**src/rtl/maq_bcd.sv**
```systemverilog
// BCD modulo counter stage (e.g. hours/minutes of a clock) with up/down/load control
// and an optional 12-hour display view of the internal 24h-style count.
module maq_bcd #(
  parameter int MAX_VAL = 23,
  parameter int DEZ_W   = 3,
  parameter bit HAS_12H = 1'b1
) (
  input  logic             maqb_clock,
  input  logic             maqb_reset,
  input  logic             maqb_enable,
  input  logic             maqb_inc,
  input  logic             maqb_dec,
  input  logic             maqb_load,
  input  logic [3:0]       maqb_load_uni,
  input  logic [DEZ_W-1:0] maqb_load_dez,
  input  logic             maqb_mode12,
  output logic [3:0]       maqb_uni,
  output logic [DEZ_W-1:0] maqb_dez,
  output logic             maqb_pm,
  output logic             maqb_carry,
  output logic             maqb_borrow,
  output logic             maqb_load_err
);

  localparam logic [3:0]       MAX_UNI = 4'(MAX_VAL % 10);
  localparam logic [DEZ_W-1:0] MAX_DEZ = DEZ_W'(MAX_VAL / 10);

  logic [3:0]       uni_q, uni_d;
  logic [DEZ_W-1:0] dez_q, dez_d;
  logic             carry_q, carry_d;
  logic             borrow_q, borrow_d;
  logic             load_err_q, load_err_d;

  logic [10:0] load_val;
  logic        load_ok;
  logic        at_max;
  logic        at_zero;

  assign load_val = 11'(maqb_load_dez) * 11'd10 + 11'(maqb_load_uni);
  assign load_ok  = (maqb_load_uni <= 4'd9) && (load_val <= 11'(MAX_VAL));
  assign at_max   = (uni_q == MAX_UNI) && (dez_q == MAX_DEZ);
  assign at_zero  = (uni_q == 4'd0) && (dez_q == '0);

  // Pulses default low every cycle so each lasts exactly one cycle after its cause.
  always_comb begin
    uni_d      = uni_q;
    dez_d      = dez_q;
    carry_d    = 1'b0;
    borrow_d   = 1'b0;
    load_err_d = 1'b0;
    if (maqb_enable) begin
      if (maqb_load) begin
        if (load_ok) begin
          uni_d = maqb_load_uni;
          dez_d = maqb_load_dez;
        end else begin
          load_err_d = 1'b1;
        end
      end else if (maqb_inc && !maqb_dec) begin
        if (at_max) begin
          uni_d   = 4'd0;
          dez_d   = '0;
          carry_d = 1'b1;
        end else if (uni_q == 4'd9) begin
          uni_d = 4'd0;
          dez_d = dez_q + DEZ_W'(1);
        end else begin
          uni_d = uni_q + 4'd1;
        end
      end else if (maqb_dec && !maqb_inc) begin
        if (at_zero) begin
          uni_d    = MAX_UNI;
          dez_d    = MAX_DEZ;
          borrow_d = 1'b1;
        end else if (uni_q == 4'd0) begin
          uni_d = 4'd9;
          dez_d = dez_q - DEZ_W'(1);
        end else begin
          uni_d = uni_q - 4'd1;
        end
      end
    end
  end

  always_ff @(posedge maqb_clock) begin
    if (!maqb_reset) begin
      uni_q      <= 4'd0;
      dez_q      <= '0;
      carry_q    <= 1'b0;
      borrow_q   <= 1'b0;
      load_err_q <= 1'b0;
    end else begin
      uni_q      <= uni_d;
      dez_q      <= dez_d;
      carry_q    <= carry_d;
      borrow_q   <= borrow_d;
      load_err_q <= load_err_d;
    end
  end

  logic [6:0] val;
  logic [6:0] hour;

  assign val = 7'(dez_q) * 7'd10 + 7'(uni_q);

  // 12h view maps 0 -> 12 AM and 12 -> 12 PM; the stored count stays 24h-style.
  always_comb begin
    maqb_uni = uni_q;
    maqb_dez = dez_q;
    maqb_pm  = 1'b0;
    hour     = 7'd0;
    if (HAS_12H && maqb_mode12) begin
      if (val == 7'd0) begin
        hour = 7'd12;
      end else if (val <= 7'd12) begin
        hour = val;
      end else begin
        hour = val - 7'd12;
      end
      maqb_pm = (val >= 7'd12);
      if (hour >= 7'd10) begin
        maqb_dez = DEZ_W'(1);
        maqb_uni = 4'(hour - 7'd10);
      end else begin
        maqb_dez = '0;
        maqb_uni = 4'(hour);
      end
    end
  end

  assign maqb_carry    = carry_q;
  assign maqb_borrow   = borrow_q;
  assign maqb_load_err = load_err_q;

endmodule

```
**config.mk**
```make
export PLATFORM = sky130hd
export DESIGN_NAME = maq_bcd
export DESIGN_NICKNAME = d
export VERILOG_FILES = /design/src/rtl/maq_bcd.sv
export SDC_FILE = /design/constraint.sdc
export NUM_CORES = 1
export LEC_CHECK = 0
export CAP_MARGIN = 20
export CORE_MARGIN = 2
export CORE_UTILIZATION = 45
export DETAILED_ROUTE_END_ITERATION = 10
export PLACE_DENSITY_LB_ADDON = 0.25
export SYNTH_ARGS = -nofsm -noshare
export SYNTH_HDL_FRONTEND = slang
export SYNTH_SLANG_ARGS = --single-unit
```
**constraint.sdc**
```tcl
create_clock -name maqb_clock -period 5.8 [get_ports maqb_clock]
set_input_delay 1.16 -clock maqb_clock [delete_from_list [all_inputs] [get_ports maqb_clock]]
set_output_delay 1.16 -clock maqb_clock [all_outputs]
set_load 0.05 [all_outputs]
```
==> Yosys cells after proc, flatten, opt, wreduce, memory -nomap -nowiden <==
Cells that the tools add are included.
{ "word_totals": {"ff_bits": 10, "in_bits": 14, "out_inout_bits": 11, "word_cells": 73} }
{ "classes": {"n_addsub": 8, "mul": 2, "order_cmp": 5, "n_eq_ne": 5, "muxes": 27, "bitwise": 4, "n_reduce_logical": 17} }
{ "ops": {"columns": ["operator", "n"], "rows": [
  ["2-to-1 mux 4 bit", 10],
  ["2-to-1 mux 3 bit", 9],
  ["2-to-1 mux 7 bit", 3],
  [">= comparator 7 x 4 -> 1 bit (second input constant)", 2],
  ["multiplier 3 x 3 -> 6 bit (second input constant)", 2],
  ["adder 7 x 4 -> 8 bit", 1],
  ["<= comparator 8 x 5 -> 1 bit (second input constant)", 1],
  ["adder 7 x 4 -> 7 bit", 1],
  ["<= comparator 7 x 4 -> 1 bit (second input constant)", 1],
  ["logical NOT 7 bit", 1],
  ["subtractor 7 x 4 -> 7 bit (second input constant)", 1],
  ["AND reduction 3 bit", 2],
  ["logical AND 1 bit", 5],
  ["2-to-1 mux 1 bit", 5],
  ["AND reduction 5 bit", 1],
  ["OR reduction 5 bit", 1],
  ["adder 4 x 1 -> 4 bit (second input constant)", 1],
  ["== test 4 x 2 -> 1 bit (second input constant)", 1],
  ["== test 4 bit (second input constant)", 1],
  ["<= comparator 4 bit (second input constant)", 1],
  ["logical NOT 4 bit", 1],
  ["!= test 4 x 3 -> 1 bit (second input constant)", 1],
  ["NOT 1 bit", 4],
  ["nonzero test 4 bit", 1],
  ["other kinds (10)", 11]
]} }

==> Depth between registers and ports, before layout <==
{ "logic_depth": {"depth_word": 9, "ltp_mapped": 13, "ltp_nobuf": 13} }

==> Worst setup path before layout <==
Ideal clock, no wire load.
{ "synth_timing": {"path_kind": "register to output", "from": "register uni_q[1]", "to": "output maqb_uni[1]", "arrival_time_ps": 3664, "required_ps": 4640, "slack_ps": 976, "path_stages_with_launch": 14, "path_cell_list": "dfxtp_1 ha_1 fa_1 xor2_1 ha_1 nor3b_1 o21a_1 a2111oi_0 a21o_1 ha_1 o31ai_1 mux2i_1 o22a_1 o221ai_1"} }
{ "synth_between": {"elab_chain_len": 8, "elab_cells_between_ends": 11} }
{ "synth_rtl": {"columns": ["item", "line", "source"], "rows": [
  ["from (decl)", "28", "logic [3:0] uni_q, uni_d;"],
  ["from (signal assigned)", "93", "uni_q <= uni_d;"],
  ["adder 7 x 4 -> 7 bit", "104", "assign val = 7'(dez_q) * 7'd10 + 7'(uni_q);"],
  ["subtractor 7 x 4 -> 7 bit / <= comparator 7 x 4 -> 1 bit (equally long branches)", "118, 115", null],
  ["2-to-1 mux 7 bit", "115", "end else if (val <= 7'd12) begin"],
  ["2-to-1 mux 7 bit", "113", "if (val == 7'd0) begin"],
  ["2-to-1 mux 7 bit", "112", "if (HAS_12H && maqb_mode12) begin"],
  [">= comparator 7 x 4 -> 1 bit / subtractor 4 bit (equally long branches)", "121, 123", null],
  ["2-to-1 mux 4 bit", "121", "if (hour >= 7'd10) begin"],
  ["2-to-1 mux 4 bit (*)", "112", null],
  ["to (decl)", "17", "output logic [3:0] maqb_uni,"]
]} }
Every way passes the cells marked *; elsewhere a longest branch is shown, timed or not. The select of a mux whose other input is x is not followed.

==> Worst setup path after layout <==
{ "layout_timing": {"from": "register uni_q[1]", "to": "output maqb_uni[3]"} }
{ "layout_between": {"elab_chain_len": 8, "elab_cells_between_ends": 11} }
{ "layout_rtl": {"columns": ["item", "line"], "rows": [
  ["adder 7 x 4 -> 7 bit (*)", "104"],
  ["subtractor 7 x 4 -> 7 bit / <= comparator 7 x 4 -> 1 bit (equally long branches)", "118, 115"],
  ["2-to-1 mux 7 bit", "115"],
  ["2-to-1 mux 7 bit (*)", "113"],
  ["2-to-1 mux 7 bit (*)", "112"],
  [">= comparator 7 x 4 -> 1 bit / subtractor 4 bit (equally long branches)", "121, 123"],
  ["2-to-1 mux 4 bit (*)", "121"],
  ["2-to-1 mux 4 bit (*)", "112"]
]} }
Marks and branches as above.

==> key figures <==
Drt
  – Count of vias placed by the detailed router: 1,731
  – Number of detailed-route iterations in the first pass: 4
  – Number of DRC violations after detailed-routing iteration 0: 156
  – DRC: 0
  – Wire length per cell after detailed routing: 15.3 µm
  – Number of antenna-violating nets in the routed design: 0
  – WL final: 4370 µm
  – Number of vias per cell: between 6 and 7

Worst setup path
  – Critical Setup Path Class: flip-flop to output pin
  – Startpoint class of the critical path: flip-flop
  – Cell repeated most along the worst path: ha_1
  – Slowest library cell on the worst path: clkdlybuf4s50_1
  – Max Fanout on Critical Path: 7
  – Sort of element at the end of the critical path: output pin
  – Critical-path cell list: ha_1, fa_1, xor2_1, ha_1, nor3b_1, o21a_1, a2111oi_1, a21o_1, ha_1, or3_1, a31oi_1, clkdlybuf4s50_1
  – Critical path data required time: 4.64 ns
  – Critical path's largest stage delay: 0.82 ns
  – Arrival time reported for the critical path endpoint: ~4.3 ns

Logic synthesis
  – Ys Warns: 0
  – Sequential area share after synthesis: 12.1%
  – Proportion of netlist area held by the largest area contributor: a little under a fifth
  – EDFF count, synth: 0
  – Proportion of register bits with asynchronous set or reset after synthesis: 0%
  – Leading post-synthesis cells by cell area: ha_1 18%, dfxtp_1 12%, nor2_1 4.3%
  – Cell count after synthesis: ~220
  – Nets in the synthesized netlist: 255
  – Cell taking the most area after synthesis: ha_1
  – Post-synth top flop: dfxtp_1
  – Area of the mapped netlist: roughly 1700 µm²
  – Flip-flop and latch count after synthesis: 10
  – Post-synthesis average cell area: 7.72 µm²
  – Number of library cell types mapped by synthesis: 60

Layout
  – Area added between synthesis and finish: 20.7%
  – Final core utilization: a little under three fifths
  – Total number of nets in the final design: 278
  – Total inserted antenna cells: 0
  – Share of layout cells above drive strength 1: 5.06%

Die
  – Number of placement rows: 22
  – Floorplan core area: ~3600 µm²
  – Die Y-Extent: 64.7 µm
  – Area enclosed by the die boundary: approximately 4200 µm²
  – Chip width: 64.7 µm
  – Io pins: 25
  – Initial core utilization: 46.0%

Global route
  – Overall fraction of global-route tracks in use: a little over a fifth
  – First-pass GRT wire length: roughly 7300 µm
  – Number of global-route vias before repair: 1,617
  – Maximum number of pins on one net before global-route repair: 24
  – Number of antenna violations at the first check in global routing: 0
  – Total gr overflow: 0

Timing
  – Post-route minimum period: 5.41 ns
  – Number of setup violations in the final report: 0
  – Upper clock frequency limit: 185 MHz
  – Final count of pins violating max slew: 0
  – Final Hold Fails: 0
  – Worst slew pin tran: 0.953 ns
  – Setup TNS: 0 ns
  – Crit share post-route: roughly 93%
  – Final worst clock skew: 0.00173 ns
  – Relative slew margins: between 30% and 40%
  – Setup repair after global routing missed its margin: no

Clock network
  – Number of levels in the clock H-tree: 1
  – Insertion delay of the later-clocked pin in the worst-skew pair: 0.25 ns
  – Max clock buf depth: 2
  – Setup Buffers After CTS: 0
  – Library cell used as clock root buffer: clkbuf_8
  – Number of clock sinks: 10
  – Number of CTS-inserted buffers: 3
  – Clock slew at the register clock pins of the worst setup and hold paths: 0.05 ns
  – Post-CTS Hold Buffers: 0
  – TritonCTS clock tree: done

Run status
  – Result of the run: complete, no violations

Place
  – Final weighted congestion of routability-driven global placement: 0.847
  – IO buf count: 24
  – Post-DP HPWL: 3290 µm

Pwr
  – Peak supply drop: 120 µV
  – LEAKAGE: approximately 0.87 nW
  – Ratio of total power to cell area: ~220 nW/µm²

Hold path
  – Hold crit path type: flip-flop to flip-flop

Flow run
  – Max Cap Viol: 0
[stage by stage]
stage	power, mW	cells	setup slack (ns)	hold WS [ns]	area [µm²]
after floorplan	0.283	215	0.976	0.532	1660
after global placement	0.351	281	0.510	0.571	1940
after detailed placement	0.353	281	0.378	0.591	1940
after CTS	0.448	285	0.109	0.601	2000
after global routing	0.478	285	0.109	0.665	2000
final	0.450	285	0.388	0.612	2000
[report_power, final]
part	total (mW)	leakage, nW	switching (mW)	internal, mW
registers	0.0814	0.0814	0.00848	0.0729
clock network	0.0932	0.0288	0.0331	0.0601
logic	0.275	0.763	0.166	0.110
[area by class of cell]
cell class | count | area (µm²)
fillers | 352 | 1600
clock buffers | 4 | 55.1
multi-input cells | 183 | 1380
flip-flops and latches | 10 | 200
well taps | 48 | 60.1
repair buffers | 25 | 255
inverters | 15 | 56.3
[sequential cells by signal (all words and copies together) (netlist names)]
register,count
maqb_carry,1
maqb_load_err,1
dez_q,3
maqb_borrow,1
uni_q,4
[cell usage in the layout, fill, tap and decap left out, types with 2 or more instances in the layout]
master,synthesis,layout
ha_1,24,24
a211oi_1,3,3
xnor2_1,2,2
or3_1,2,2
and2_1,2,2
nor2b_1,3,3
a21oi_1,14,14
o211ai_1,2,2
a2bb2oi_1,2,2
a21o_1,4,4
mux2i_1,4,4
nand3_1,7,7
nand2_1,12,12
o21bai_1,2,2
clkdlybuf4s50_1,0,21
inv_1,15,15
o21a_1,6,6
o221ai_1,3,3
a41oi_1,2,2
o2bb2ai_1,2,2
o21ai_0,9,9
nor3b_1,2,2
nor4_1,3,3
clkbuf_8,0,4
o31ai_1,4,4
fa_1,2,2
and3_1,2,2
nor2_1,19,19
a221oi_2,2,2
a31oi_1,3,3
dlymetal6s2s_1,0,3
dfxtp_1,10,10
a21boi_0,2,2
nand2b_1,6,6
nor3_1,4,4
a211o_1,3,3
a22oi_1,2,2
[logic make-up after synthesis]
logic type,after synthesis,share of synthesized area (%)
compound gates,80,36.2
xor+xnor,3,1.58
fa+ha+maj,26,20.5
buf+inv,22,5.05
flops,10,12.1
mux,4,2.41
simple gates,70,22.2
[Yosys cell counts (all sizes together) (4+ instances only)]
master	number
o21ai	9
nand2b	6
dfxtp	10
o31ai	4
ha	24
inv	15
nand2	12
nand3	7
clkbuf	5
nor3	4
nor2	19
o21a	6
a21o	5
a21oi	14
mux2i	4
[routing by layer]
| layer | routed length, µm | track usage [%] | vias up |
|---|---|---|---|
| li1 | - | - | 862 |
| met1 | 2010 | 27.3 | 794 |
| met2 | 2030 | 38.5 | 62 |
| met3 | 200 | 2.08 | 13 |
| met4 | 123 | 6.91 | 0 |
| met5 | 0 | 0 | - |
[critical path, delay by kind of cell (launching register included)]
| kind | cells | cell delay, ns |
|---|---|---|
| adder cells (fa/ha/maj) | 4 | 1.22 |
| buffers and inverters | 1 | 0.82 |
| AND/OR/NAND/NOR | 2 | 0.65 |
| AO/OA/AOI/OAI | 4 | 0.58 |
| flip-flops | 1 | 0.38 |
| XOR/XNOR | 1 | 0.37 |
[what timing repair did]
item	4_1_cts	5_1_grt
resized for setup	0	4
endpoints found under the setup margin	0	3
endpoints found under the hold margin	0	0
[path summary, 6_finish.rpt]
| kind | startpoint | endpoint | slack, ns | depth (start not counted) |
|---|---|---|---|---|
| setup / recovery | uni_q[1] | maqb_uni[3] | 0.39 | 12 |
| hold reg to reg | uni_q[1] | uni_q[1] | 0.61 | 2 |
| hold / removal | uni_q[1] | uni_q[1] | 0.61 | 2 |
| setup reg to reg | uni_q[0] | uni_q[3] | 3.36 | 7 |
Power figures use the tool's default switching activity.
